## config.mk

```make
export PLATFORM = sky130hd
export DESIGN_NAME = tx_am_inserter
export DESIGN_NICKNAME = d
export VERILOG_FILES = /design/src/rtl/tx_am_inserter.sv
export SDC_FILE = /design/constraint.sdc
export NUM_CORES = 1
export LEC_CHECK = 0
export ABC_CLOCK_PERIOD_IN_PS = 2700
export CORE_MARGIN = 3
export CORE_UTILIZATION = 30
export CTS_CLUSTER_DIAMETER = 40
export DETAILED_ROUTE_END_ITERATION = 12
export DONT_BUFFER_PORTS = 1
export PLACE_DENSITY = 0.51
export SYNTH_ARGS = -nofsm -noshare
export SYNTH_HDL_FRONTEND = slang
export SYNTH_SLANG_ARGS = --single-unit
```

## constraint.sdc

```tcl
create_clock -name clk -period 2.7 [get_ports clk]
set_input_delay 0.675 -clock clk [delete_from_list [all_inputs] [get_ports clk]]
set_output_delay 0.675 -clock clk [all_outputs]
set_load 0.01 [all_outputs]
```

## src/rtl/tx_am_inserter.sv

```systemverilog
// 40GBASE-R transmit alignment-marker inserter and 4-lane serdes feeder.
// One AM per lane is inserted every AM_INTERVAL emitted blocks. Each AM
// carries that lane's BIP3, which is the running parity of the blocks since
// the previous AM. Serdes FIFO partial-full stalls the whole stream.
module tx_am_inserter #(
  parameter int unsigned AM_INTERVAL = 16384
) (
  input  logic         clk,
  input  logic         reset,
  input  logic [255:0] in_data,
  input  logic [7:0]   in_hdr,
  input  logic         in_valid,
  output logic         in_ready,
  input  logic [3:0]   tx_fifo_pfull,
  output logic [255:0] tx_parallel_data,
  output logic [31:0]  tx_control,
  output logic [3:0]   tx_enh_data_valid,
  output logic         am_inserted
);

  localparam int unsigned CntW = $clog2(AM_INTERVAL);
  localparam logic [CntW-1:0] CntMax = CntW'(AM_INTERVAL - 1);

  // Per-lane marker bytes {M2, M1, M0}; M0 goes out first.
  function automatic logic [23:0] am_marker(input int lane);
    logic [23:0] m;
    case (lane)
      0:       m = 24'h477690;
      1:       m = 24'hE6C4F0;
      2:       m = 24'h9B65C5;
      default: m = 24'h3D79A2;
    endcase
    return m;
  endfunction

  // Parity contribution of one 66b block to the BIP accumulator.
  function automatic logic [7:0] bip_contrib(input logic [63:0] d, input logic [1:0] h);
    logic [7:0] b;
    b = '0;
    for (int k = 0; k < 8; k++) b ^= d[8*k +: 8];
    b[3] ^= h[0];
    b[4] ^= h[1];
    return b;
  endfunction

  logic [CntW-1:0] cnt_q, cnt_d, cnt_inc;
  logic [3:0][7:0] bip_q, bip_d;
  logic [255:0]    data_q, data_d;
  logic [31:0]     ctrl_q, ctrl_d;
  logic            valid_q, valid_d;
  logic            am_q, am_d;
  logic [63:0]     am_blk [4];

  logic stall, am_slot, emit_am, accept;

  assign stall    = |tx_fifo_pfull;
  assign am_slot  = (cnt_q == '0);
  assign in_ready = !reset && !am_slot && !stall;
  assign emit_am  = !reset && am_slot && !stall;
  assign accept   = in_valid && in_ready;
  assign cnt_inc  = (cnt_q == CntMax) ? '0 : cnt_q + 1'b1;

  // Build the AM for each lane from the parity accumulated so far.
  always_comb begin
    for (int i = 0; i < 4; i++) begin
      am_blk[i] = {~bip_q[i], ~am_marker(i), bip_q[i], am_marker(i)};
    end
  end

  // Next-state: pick AM or accepted data; outputs hold when nothing is emitted.
  always_comb begin
    data_d  = data_q;
    ctrl_d  = ctrl_q;
    valid_d = 1'b0;
    am_d    = 1'b0;
    cnt_d   = cnt_q;
    bip_d   = bip_q;
    if (emit_am) begin
      valid_d = 1'b1;
      am_d    = 1'b1;
      cnt_d   = cnt_inc;
      for (int i = 0; i < 4; i++) begin
        data_d[64*i +: 64] = am_blk[i];
        ctrl_d[8*i +: 8]   = 8'h01;
        // Accumulator restarts at the AM's own contribution.
        bip_d[i]           = bip_contrib(am_blk[i], 2'b01);
      end
    end else if (accept) begin
      valid_d = 1'b1;
      cnt_d   = cnt_inc;
      data_d  = in_data;
      for (int i = 0; i < 4; i++) begin
        ctrl_d[8*i +: 8] = {6'b0, in_hdr[2*i +: 2]};
        bip_d[i]         = bip_q[i] ^ bip_contrib(in_data[64*i +: 64], in_hdr[2*i +: 2]);
      end
    end
  end

  // State and registered outputs, synchronous reset.
  always_ff @(posedge clk) begin
    if (reset) begin
      cnt_q   <= '0;
      bip_q   <= '0;
      data_q  <= '0;
      ctrl_q  <= '0;
      valid_q <= 1'b0;
      am_q    <= 1'b0;
    end else begin
      cnt_q   <= cnt_d;
      bip_q   <= bip_d;
      data_q  <= data_d;
      ctrl_q  <= ctrl_d;
      valid_q <= valid_d;
      am_q    <= am_d;
    end
  end

  assign tx_parallel_data  = data_q;
  assign tx_control        = ctrl_q;
  assign tx_enh_data_valid = {4{valid_q}};
  assign am_inserted       = am_q;

endmodule

```

### Word-level counts from Yosys, hierarchy flattened

Cells that the tools add are included.

| word-level totals | value |
|---|---|
| register bits | 312 |
| input port bits | 271 |
| output and inout port bits | 294 |
| word-level logic and storage cells | 105 |

| cells by class | value |
|---|---|
| $add $sub $neg | 1 |
| equality and inequality tests | 1 |
| mux-type cells | 12 |
| bitwise logic cells | 68 |
| reductions and logical operators | 12 |

Operator list:

| cell | number |
|---|---|
| $mux 256 | 2 |
| $xor 8x8->8 | 36 |
| $mux 32 | 2 |
| $mux 25 | 2 |
| $mux 14 | 3 |
| $not 8->8 | 4 |
| $not 4->4 | 5 |
| $not 5->5 | 4 |
| $not 3->3 | 6 |
| $add 14x1->14 const B | 1 |
| $eq 14x14->1 const B | 1 |
| $logic_not 14->1 | 1 |
| $xor 1x1->1 | 8 |
| $not 6->6 | 1 |
| $logic_and 1x1->1 | 5 |
| $not 1->1 | 4 |
| $reduce_or 4->1 | 1 |
| $logic_not 1->1 | 3 |
| $mux 1 | 3 |
| $reduce_bool 2->1 | 1 |
| $reduce_or 2->1 | 1 |

### Longest topological paths before layout

Gate-level depths: netlist of run 1.

| logic depth | value |
|---|---|
| depth in word-level cells | 11 |
| mapped depth | 10 |
| mapped depth without buffers | 8 |

### Least setup slack after synthesis of run 1

OpenSTA, ideal clock, no wires.

| path | value |
|---|---|
| path type | input to output |
| start | in tx_fifo_pfull[0] |
| end | out in_ready |
| data arrival time | 1.765 ns |
| required time | 2.025 ns |
| slack | 0.260 ns |
| stages on the path | 4 |
| buffers on the path | 1 |
| cell sequence | or4_4 -> or2_1 -> buf_4 -> nor2_1 |

| between the ends | value |
|---|---|
| cells in the longest elaborated chain, start to end | 3 |

Ends and longest elaborated chain:

| item | RTL line | RTL |
|---|---|---|
| from (decl) | 14 | `input logic [3:0] tx_fifo_pfull,` |
| $reduce_or 4->1 | 56 | `assign stall = \|tx_fifo_pfull;` |
| $logic_not 1->1 | 58 | `assign in_ready = !reset && !am_slot && !stall;` |
| $logic_and 1x1->1 | 58 |  |
| to (decl) | 13 | `output logic in_ready,` |

Every way passes these cells.

### Worst setup path after layout of run 1

| path | value |
|---|---|
| start | reg cnt_q[0] |
| end | out in_ready |

| between the ends | value |
|---|---|
| cells in the longest elaborated chain, start to end | 4 |

Ends and longest elaborated chain:

| item | RTL line | RTL |
|---|---|---|
| from (decl) | 46 | `logic [CntW-1:0] cnt_q, cnt_d, cnt_inc;` |
| from (signal assigned) | 109 | `cnt_q <= cnt_d;` |
| $logic_not 14->1 | 57 | `assign am_slot = (cnt_q == '0);` |
| $logic_not 1->1 | 58 |  |
| $logic_and 1x1->1 (2 in a row) | 58 |  |

Every way passes these cells.

==> results of run 1 <==
[sequential cells by signal, indices dropped and copies added, names as in the netlist]
register and count:
tx_control 8, tx_parallel_data 256, valid_q 1, cnt_q 14, am_blk 32, am_inserted 1
[through the flow]
| stage | power, mW | util, % |
|---|---|---|
| after global placement | 5.70 | 31.7 |
| after global routing | 13.4 | 36.0 |
| after detailed placement | 5.72 | 31.7 |
| after CTS | 13.1 | 36.0 |
| after floorplan | 5.57 | - |
| final | 12.9 | 36.0 |
[final cells by class]
type / instances / area, µm²
clock inverters: 37 / 472
flip-flops and latches: 312 / 6250
repair buffers: 37 / 428
multi-input cells: 1211 / 7040
inverters: 6 / 25.0
clock buffers: 67 / 1500
fillers: 4695 / 29200
well taps: 600 / 751
[cell families (layout without fill, tap and decap cells)]
family | count (synthesis) | count (layout) | synth area share (%)
and+or+nand+nor | 583 | 583 | 17.1
AOI/OAI and AO/OA | 366 | 366 | 16.7
DFF | 312 | 312 | 44.7
xor gates and xnor gates | 236 | 236 | 15.6
buffers and inverters | 150 | 147 | 5.68
adders and majority gates | 2 | 2 | 0.179
other | 1 | 24 | 0.0269
[worst reg2reg max path: stages (launching register included)]
cell and delay, ns:
sky130_fd_sc_hd__dfxtp_1 0.32, sky130_fd_sc_hd__inv_1 0.09, sky130_fd_sc_hd__ha_1 0.16, sky130_fd_sc_hd__nor4b_4 0.28
sky130_fd_sc_hd__nand4_1 0.23, sky130_fd_sc_hd__nand3_4 0.21, sky130_fd_sc_hd__buf_12 0.23, sky130_fd_sc_hd__buf_4 0.38
sky130_fd_sc_hd__nand2_1 0.11, sky130_fd_sc_hd__a31oi_1 0.19
[routing by layer]
metal / up-vias / GRT usage [%] / share of wire [%]
met5: - / 0 / 0
met4: 0 / 6.60 / 2.9
met3: 100 / 6.37 / 9.0
met2: 537 / 32.2 / 48
met1: 5635 / 23.4 / 40
li1: 5481 / - / -
[cells in the mapped netlist (3+ instances only)]
| cell | instances |
|---|---|
| sky130_fd_sc_hd__nand2_1 | 439 |
| sky130_fd_sc_hd__dfxtp_1 | 312 |
| sky130_fd_sc_hd__xnor2_1 | 169 |
| sky130_fd_sc_hd__a21oi_1 | 162 |
| sky130_fd_sc_hd__a31oi_1 | 104 |
| sky130_fd_sc_hd__nor2_1 | 79 |
| sky130_fd_sc_hd__clkbuf_1 | 63 |
| sky130_fd_sc_hd__xor2_1 | 59 |
| sky130_fd_sc_hd__buf_4 | 43 |
| sky130_fd_sc_hd__o21ai_0 | 32 |
| sky130_fd_sc_hd__or3_1 | 32 |
| sky130_fd_sc_hd__a22oi_1 | 31 |
| sky130_fd_sc_hd__buf_2 | 30 |
| sky130_fd_sc_hd__a2111oi_2 | 22 |
| sky130_fd_sc_hd__xnor3_1 | 8 |
| sky130_fd_sc_hd__nor4_1 | 7 |
| sky130_fd_sc_hd__a2111oi_1 | 5 |
| sky130_fd_sc_hd__nand3_1 | 5 |
| sky130_fd_sc_hd__a2111oi_0 | 4 |
| sky130_fd_sc_hd__buf_1 | 4 |
| sky130_fd_sc_hd__buf_6 | 4 |
| sky130_fd_sc_hd__inv_1 | 4 |
| sky130_fd_sc_hd__and4_1 | 3 |
| sky130_fd_sc_hd__nand4_1 | 3 |
| sky130_fd_sc_hd__nor3_1 | 3 |
[worst max path at each step]
stage / startpoint / endpoint / slack [ns] / depth (start not counted)
2_1_floorplan: tx_fifo_pfull[0] / in_ready / 0.26 / 4
3_3_place_gp: tx_fifo_pfull[0] / am_blk[29]$_SDFFE_PP0P_ / 0.23 / 6
3_5_place_dp: tx_fifo_pfull[0] / tx_parallel_data[105]$_SDFFE_PP0P_ / 0.16 / 7
4_1_cts: cnt_q[0]$_SDFFE_PP0P_ / in_ready / 0.02 / 5
5_1_grt: cnt_q[0]$_SDFFE_PP0P_ / in_ready / 0.01 / 5
6_report: cnt_q[0]$_SDFFE_PP0P_ / in_ready / 0.16 / 5
[timing repair]
action / in CTS / in global routing
endpoints found under the hold margin: 0 / 0
endpoints found under the setup margin: 0 / 1
gates resized for setup: 0 / 1
buffers inserted: 0 / 0
[power breakdown]
group / switching (mW) / total [mW] / internal, mW
Clock: 2.56 / 7.33 / 4.77
Combinational: 0.440 / 0.886 / 0.446
Sequential: 0.0633 / 4.72 / 4.66
==> metrics list, run 1 <==
- The run finished with clean final reports.
* Placeable core area: 45,700 µm²
- Max-slew violation count: 0
- Period utilisation layout: 94.2%
* # clock sinks: 312
- Headroom to the max-slew limit came out at 44.4%.
- After the first detailed-routing iteration, the DRC count stood at 817.
- Detailed Routing Iterations Pass 1: 6
* Largest buffer count on any clock path: 3
- Cell area after technology mapping: 14,000 µm²
- In this run the critical register-to-register path is captured at tx_parallel_data[105]$_SDFFE_PP0P_.
- The setup path with the least slack is of type reg2out.
* Detailed-route wire length per cell: 22.2 µm
- Main flop type after synthesis: sky130_fd_sc_hd__dfxtp_1
- The detail route stage leaves a number of antenna-violating nets equal to 0.
* Effective utilization at floorplan: 30.6%
- The synthesized design contains 312 register bits.
- For the worst-skew pair, the clock arrives at the later sink with an insertion delay of 0.58 ns.
* Critical Path Sink Type: output port
- Summed over all failing endpoints, the final setup total negative slack is 0 ns.
- Total track usage: 19.3%
- The hold violation count in the final report was 0.
- Class of the worst hold path: in2reg
- The via count of the first global-routing pass was 11,300.
- Top-level port count: 565
* Number of unique standard cell types used by synthesis: 44
- Worst endpoint required time: 2.03 ns
- Hold Startpoint: reset
- The synthesized design devotes to its leading area cell type 44.7% of total area.
- In the final layout, the share of cells above drive strength 1 is 10.3%.
* Instance count after placement with tap cells included: 2,166
* Number of flops mapped to enable cells by yosys: 0
- Excluding fillers, the count of instances in the completed layout stands at 2,270.
- DP Worst Slack: 0.160 ns
- In the synthesized netlist the async set-or-reset flop fraction comes to 0%.
- Hold repair after CTS inserted 0 buffers.
- For this run, design rule violations remaining after detail routing come to 0.
* Chip height: 222 µm
* DP Wirelength: 36.8 mm
- The number of antenna diodes in the final layout is 0.
- Warnings from Yosys: 0
* Mean cell area of the mapped netlist: 8.46 µm²
- Clock-pin slew was measured on the worst setup and hold paths at 0.05 ns.
* Hold Path Cell Cnt: 1
- In this run the critical register-to-register path is launched from cnt_q[0]$_SDFFE_PP0P_.
- Site Rows: 78
* Maximum fanout encountered on the critical timing path: 4
- The floorplan step defined a die boundary enclosing 49,200 µm².
- Global routing finished with a remaining overflow of 0.
- Layout Nets: 1,896
- The biggest area contributor in the post-synthesis netlist is sky130_fd_sc_hd__dfxtp_1.
- Worst-case hold slack: 0.164 ns
* Synth-to-Final Area Change: 17.9%
* Leakage power figure: 5.34 nW
* Setup crit start kind: register
- CTS tree: yes
- The worst path meets setup with 0.156 ns of slack.
- In this run the horizontal extent of the chip is 222 µm.
- Setup violations remaining at the end of the flow were counted as 0.
- For the worst flop-to-flop path, the logic depth is 9.
- Worst-Margin Slew: 0.824 ns
* Wire length of the first global-routing pass: 74.0 mm
- Data arrival time of the critical path: 1.87 ns
- Timing-limited maximum frequency: 393 MHz
* Crit path max-delay family: simple AND/OR/NAND/NOR gates
- Post-synthesis instance total: 1,650
- Number of clock buffers inserted by TritonCTS: 55
* Power density relative to cell area: 786 nW/µm²
- Most frequent cells in the layout: 439 x sky130_fd_sc_hd__nand2_1, 312 x sky130_fd_sc_hd__dfxtp_1, 169 x sky130_fd_sc_hd__xnor2_1, 162 x sky130_fd_sc_hd__a21oi_1, 104 x sky130_fd_sc_hd__a31oi_1
- The largest single stage delay on the critical path is 0.33 ns.
- Master cell of the clock root buffer: sky130_fd_sc_hd__clkbuf_16
- The library cell used most frequently in the layout, excluding fill and tap cells, is sky130_fd_sc_hd__nand2_1.
- Setup repair after global routing left no endpoint under its margin.
- Worst setup skew after layout: 0.0159 ns
- The routed design has 50.3 mm of wire.
* Combined buffer and inverter count along the critical path: 1
- Input and output buffers added on the ports amount to 0.
* Weighted congestion at the end of routability-driven global placement: 0.887
- Worst Hold End: tx_parallel_data[4]$_SDFFE_PP0P_
* Crit-path cells: inv_1 -> ha_1 -> nor4b_4 -> and4_1 -> nor2_1
- Via count: 11,800
* IR drop worst, VDD: 0.474 mV
* Number of antenna violations at the first check in global routing: 0
- After synthesis, the cell types taking the most area are sky130_fd_sc_hd__dfxtp_1 45%, sky130_fd_sc_hd__nand2_1 12%, sky130_fd_sc_hd__xnor2_1 11%, sky130_fd_sc_hd__a21oi_1 5.8%, sky130_fd_sc_hd__a31oi_1 4.7%.
- Entering global routing, the biggest net connects 175 pins.
- Post-route cell area: 16,500 µm²
* Maxcap violations: 0
* Area of placed instances: 14,500 µm²
- Dividing the detail-routed via count by the number of cells gives 5.18.
* Slowest cell on the critical path: sky130_fd_sc_hd__and4_1
* Register-to-register setup slack: 0.43 ns
* H-tree Lvls: 2
- After layout, the minimum clock period comes to 2.54 ns.
* Share of the yosys chip area belonging to registers: 44.7%
(Power assumes the default switching activity.)
==> inputs of run 2 (changes only) <==
PLACE_DENSITY = not set   (was 0.51)
==> metrics list, run 2 (synthesis gave the netlist of run 1 again) <==
- Result of the run: completed (unchanged)
- The number of sinks driven by the clock tree was 312 (unchanged).
* Fillers: 4,691 (was 4,695)
- The count of H-tree levels built during CTS is 2 (unchanged).
- The total iterations of the first detailed-routing run was 6 (unchanged).
* Number of flip-flops under the largest register name: 256 (unchanged)
* IR drop worst, VDD: 0.532 mV (was 0.474 mV)
* Setup crit start kind: register (unchanged)
- The critical setup path kind is reg2out (unchanged).
* Maximum fanout encountered on the critical timing path: 6 (was 4)
* Clock network fraction of design power: 54.8% (was 56.7%)
- The leakage power summed over all cells is 5.28 nW (was 5.34 nW).
- Worst endpoint required time: 2.03 ns (about the same)
* Worst-case hold slack: 0.172 ns (was 0.164 ns)
- Antenna viol nets, final: 0 (unchanged)
- The CTS tree was yes (unchanged).
- Master cell of the clock root buffer: sky130_fd_sc_hd__clkbuf_16 (unchanged)
* Switching share of power: 24.4% (was 23.7%)
- Maxcap violations: 0 (unchanged)
* Mean number of vias per cell: 5.17 (was 5.18)
- The synthesis-to-finish area growth was 17.2% (was 17.9%).
* Die Area: 49,200 µm² (unchanged)
- Via count: 11,700 (was 11,800)
- Detailed-route wire length per cell: 21.3 µm (was 22.2 µm)
- The fmax is 396 MHz (was 393 MHz).
- The endpoint type of the worst setup path is an output port (unchanged).
- The end-of-flow core utilization came to 35.8% (was 36.0%).
- Number of buffers added on ports: 0 (unchanged)
- Most frequent cells in the layout: 439 x sky130_fd_sc_hd__nand2_1, 312 x sky130_fd_sc_hd__dfxtp_1, 169 x sky130_fd_sc_hd__xnor2_1, 162 x sky130_fd_sc_hd__a21oi_1, 104 x sky130_fd_sc_hd__a31oi_1 (unchanged).
- Worst Setup SP: cnt_q[7]$_SDFFE_PP0P_ (was cnt_q[0]$_SDFFE_PP0P_)
- Largest buffer count on any clock path: 3 (unchanged)
* Hold Startpoint: reset (unchanged)
* Clk slew on worst S/H paths: 0.06 ns (was 0.05 ns)
- Wire length of the first global-routing pass: 71.2 mm (was 74.0 mm)
- Chip height: 222 µm (unchanged)
- Period utilisation layout: 93.4% (was 94.2%)
* Power density relative to cell area: 758 nW/µm² (was 786 nW/µm²)
* Combinational Power Share: 7.2% (was 6.8%)
- Largest net degree at the start of global routing: 175 (unchanged)
* Final critical-path required period: 2.52 ns (was 2.54 ns)
- The total CTS buffers was 52 (was 55).
- The number of cell rows was 78 (unchanged).
* Total track usage: 18.3% (was 19.3%)
- The DRC violation count after routing came to 0 (unchanged).
- The number of hold buffers added after CTS was 0 (unchanged).
- The total net switching power came to 3.03 mW (was 3.06 mW).
- The most common library cell in the layout ignoring fill and taps is sky130_fd_sc_hd__nand2_1 (unchanged).
- The final net count is 1,893 (was 1,896).
- Delay contributed by the slowest stage of the critical path: 0.46 ns (was 0.33 ns)
- Die width: 222 µm (unchanged)
- Reg2reg start: cnt_q[7]$_SDFFE_PP0P_ (was cnt_q[0]$_SDFFE_PP0P_)
- The number of DRC markers after the initial detailed-route iteration is 973 (was 817).
- The number of setup buffers added after CTS is 0 (unchanged).
- Top-level port count: 565 (unchanged)
- Flip-flop and latch area: 6250 µm² (unchanged)
- Worst setup skew after layout: 0.0267 ns (was 0.0159 ns)
- Antenna diode count: 0 (unchanged)
- Resized cells post-CTS: 0 (unchanged)
- The half-perimeter wire length of the detailed placement result is 35.3 mm (was 36.8 mm).
* Crit-path cells: nor3_1 -> and4_1 -> nor2_1 (was inv_1 -> ha_1 -> nor4b_4 -> and4_1 -> nor2_1)
* Area occupied by multi-input gates: 7040 µm² (unchanged)
- The arrival time reported for the critical path endpoint was 1.85 ns (was 1.87 ns).
- Placeable core area: 45,700 µm² (unchanged)
* Setup Total Neg Slack: 0 ns (unchanged)
- Number of antenna violations at the first check in global routing: 0 (unchanged)
- Slowest cell on the critical path: sky130_fd_sc_hd__nor3_1 (was sky130_fd_sc_hd__and4_1)
* RSZ-0062 raised after global routing: false (unchanged)
* Routed wire length: 48.2 mm (was 50.3 mm)
- Number of global-route vias before repair: 11,200 (was 11,300)
- The hold violation count in the final report is 0 (unchanged).
* Clk Latency, worst-skew pair: 0.58 ns (about the same)
- Worst-Margin Slew: 0.834 ns (was 0.824 ns)
* Effective utilization at floorplan: 30.6% (unchanged)
* GRT Residual Overflow: 0 (unchanged)
* Class of the worst hold path: in2reg (unchanged)
- The final setup violation count was 0 (unchanged).
* Share of power burned in registers: 38.0% (was 36.5%)
- The cell-internal power came to 9.37 mW (was 9.88 mW).
* Tightest slew margin relative to the limit: 43.6% (was 44.4%)
- The max-slew violation count was 0 (unchanged).
- The fraction of final layout cells sized beyond drive strength 1 is 10.0% (was 10.3%).
* Weighted congestion at the end of routability-driven global placement: 0.906 (was 0.887)
- The total chip power was 12.4 mW (was 12.9 mW).
## run 2: power groups by stage
stage          sequential (mW)  clock, mW  combinational [mW]
3_3_place_gp              4.81          0               0.877
2_1_floorplan             4.80          0               0.778
6_report                  4.72       6.80               0.887
4_1_cts                   4.72       6.93               0.897
3_5_place_dp              4.81          0               0.892
5_1_grt                   4.72       7.15               0.964
## run 2: stage by stage
stage	instance area, µm²	worst slack, ns	cells
after detailed placement	14500	0.213	2166
after global placement	14500	0.223	2166
after floorplan	14000	0.260	1673
after global routing	16400	0.0858	2263
final	16400	0.177	2263
after CTS	16300	0.0353	2263
## run 2: path summary, 6_finish.rpt
kind	cells after the start	slack [ns]	endpoint
setup / recovery	3	0.18	in_ready
hold / removal	1	0.17	tx_parallel_data[123]$_SDFFE_PP0P_
setup reg to reg	7	0.32	tx_parallel_data[186]$_SDFFE_PP0P_
hold reg to reg	1	0.49	tx_parallel_data[60]$_SDFFE_PP0P_
## run 2: final cells by class
type | count | share of cell area, %
sequential | 312 | 38.2
tap | 600 | 4.59
inverter | 6 | 0.153
multi-input combinational | 1211 | 43.0
clock inverter | 36 | 2.59
clock buffer | 61 | 8.53
timing repair buffer | 37 | 2.92
## run 2: per-layer routing
layer,wire length [µm],vias up,GRT usage [%]
li1,-,5465,-
met1,19000,5634,22.5
met2,23600,524,30.8
met3,4420,81,5.63
met4,1160,0,5.82
met5,0,-,0
## run 2: critical path: cells and delay by family, from the launching register on
kind / cells / cell delay [ns]
and+or+nand+nor: 3 / 0.93
DFF: 1 / 0.36
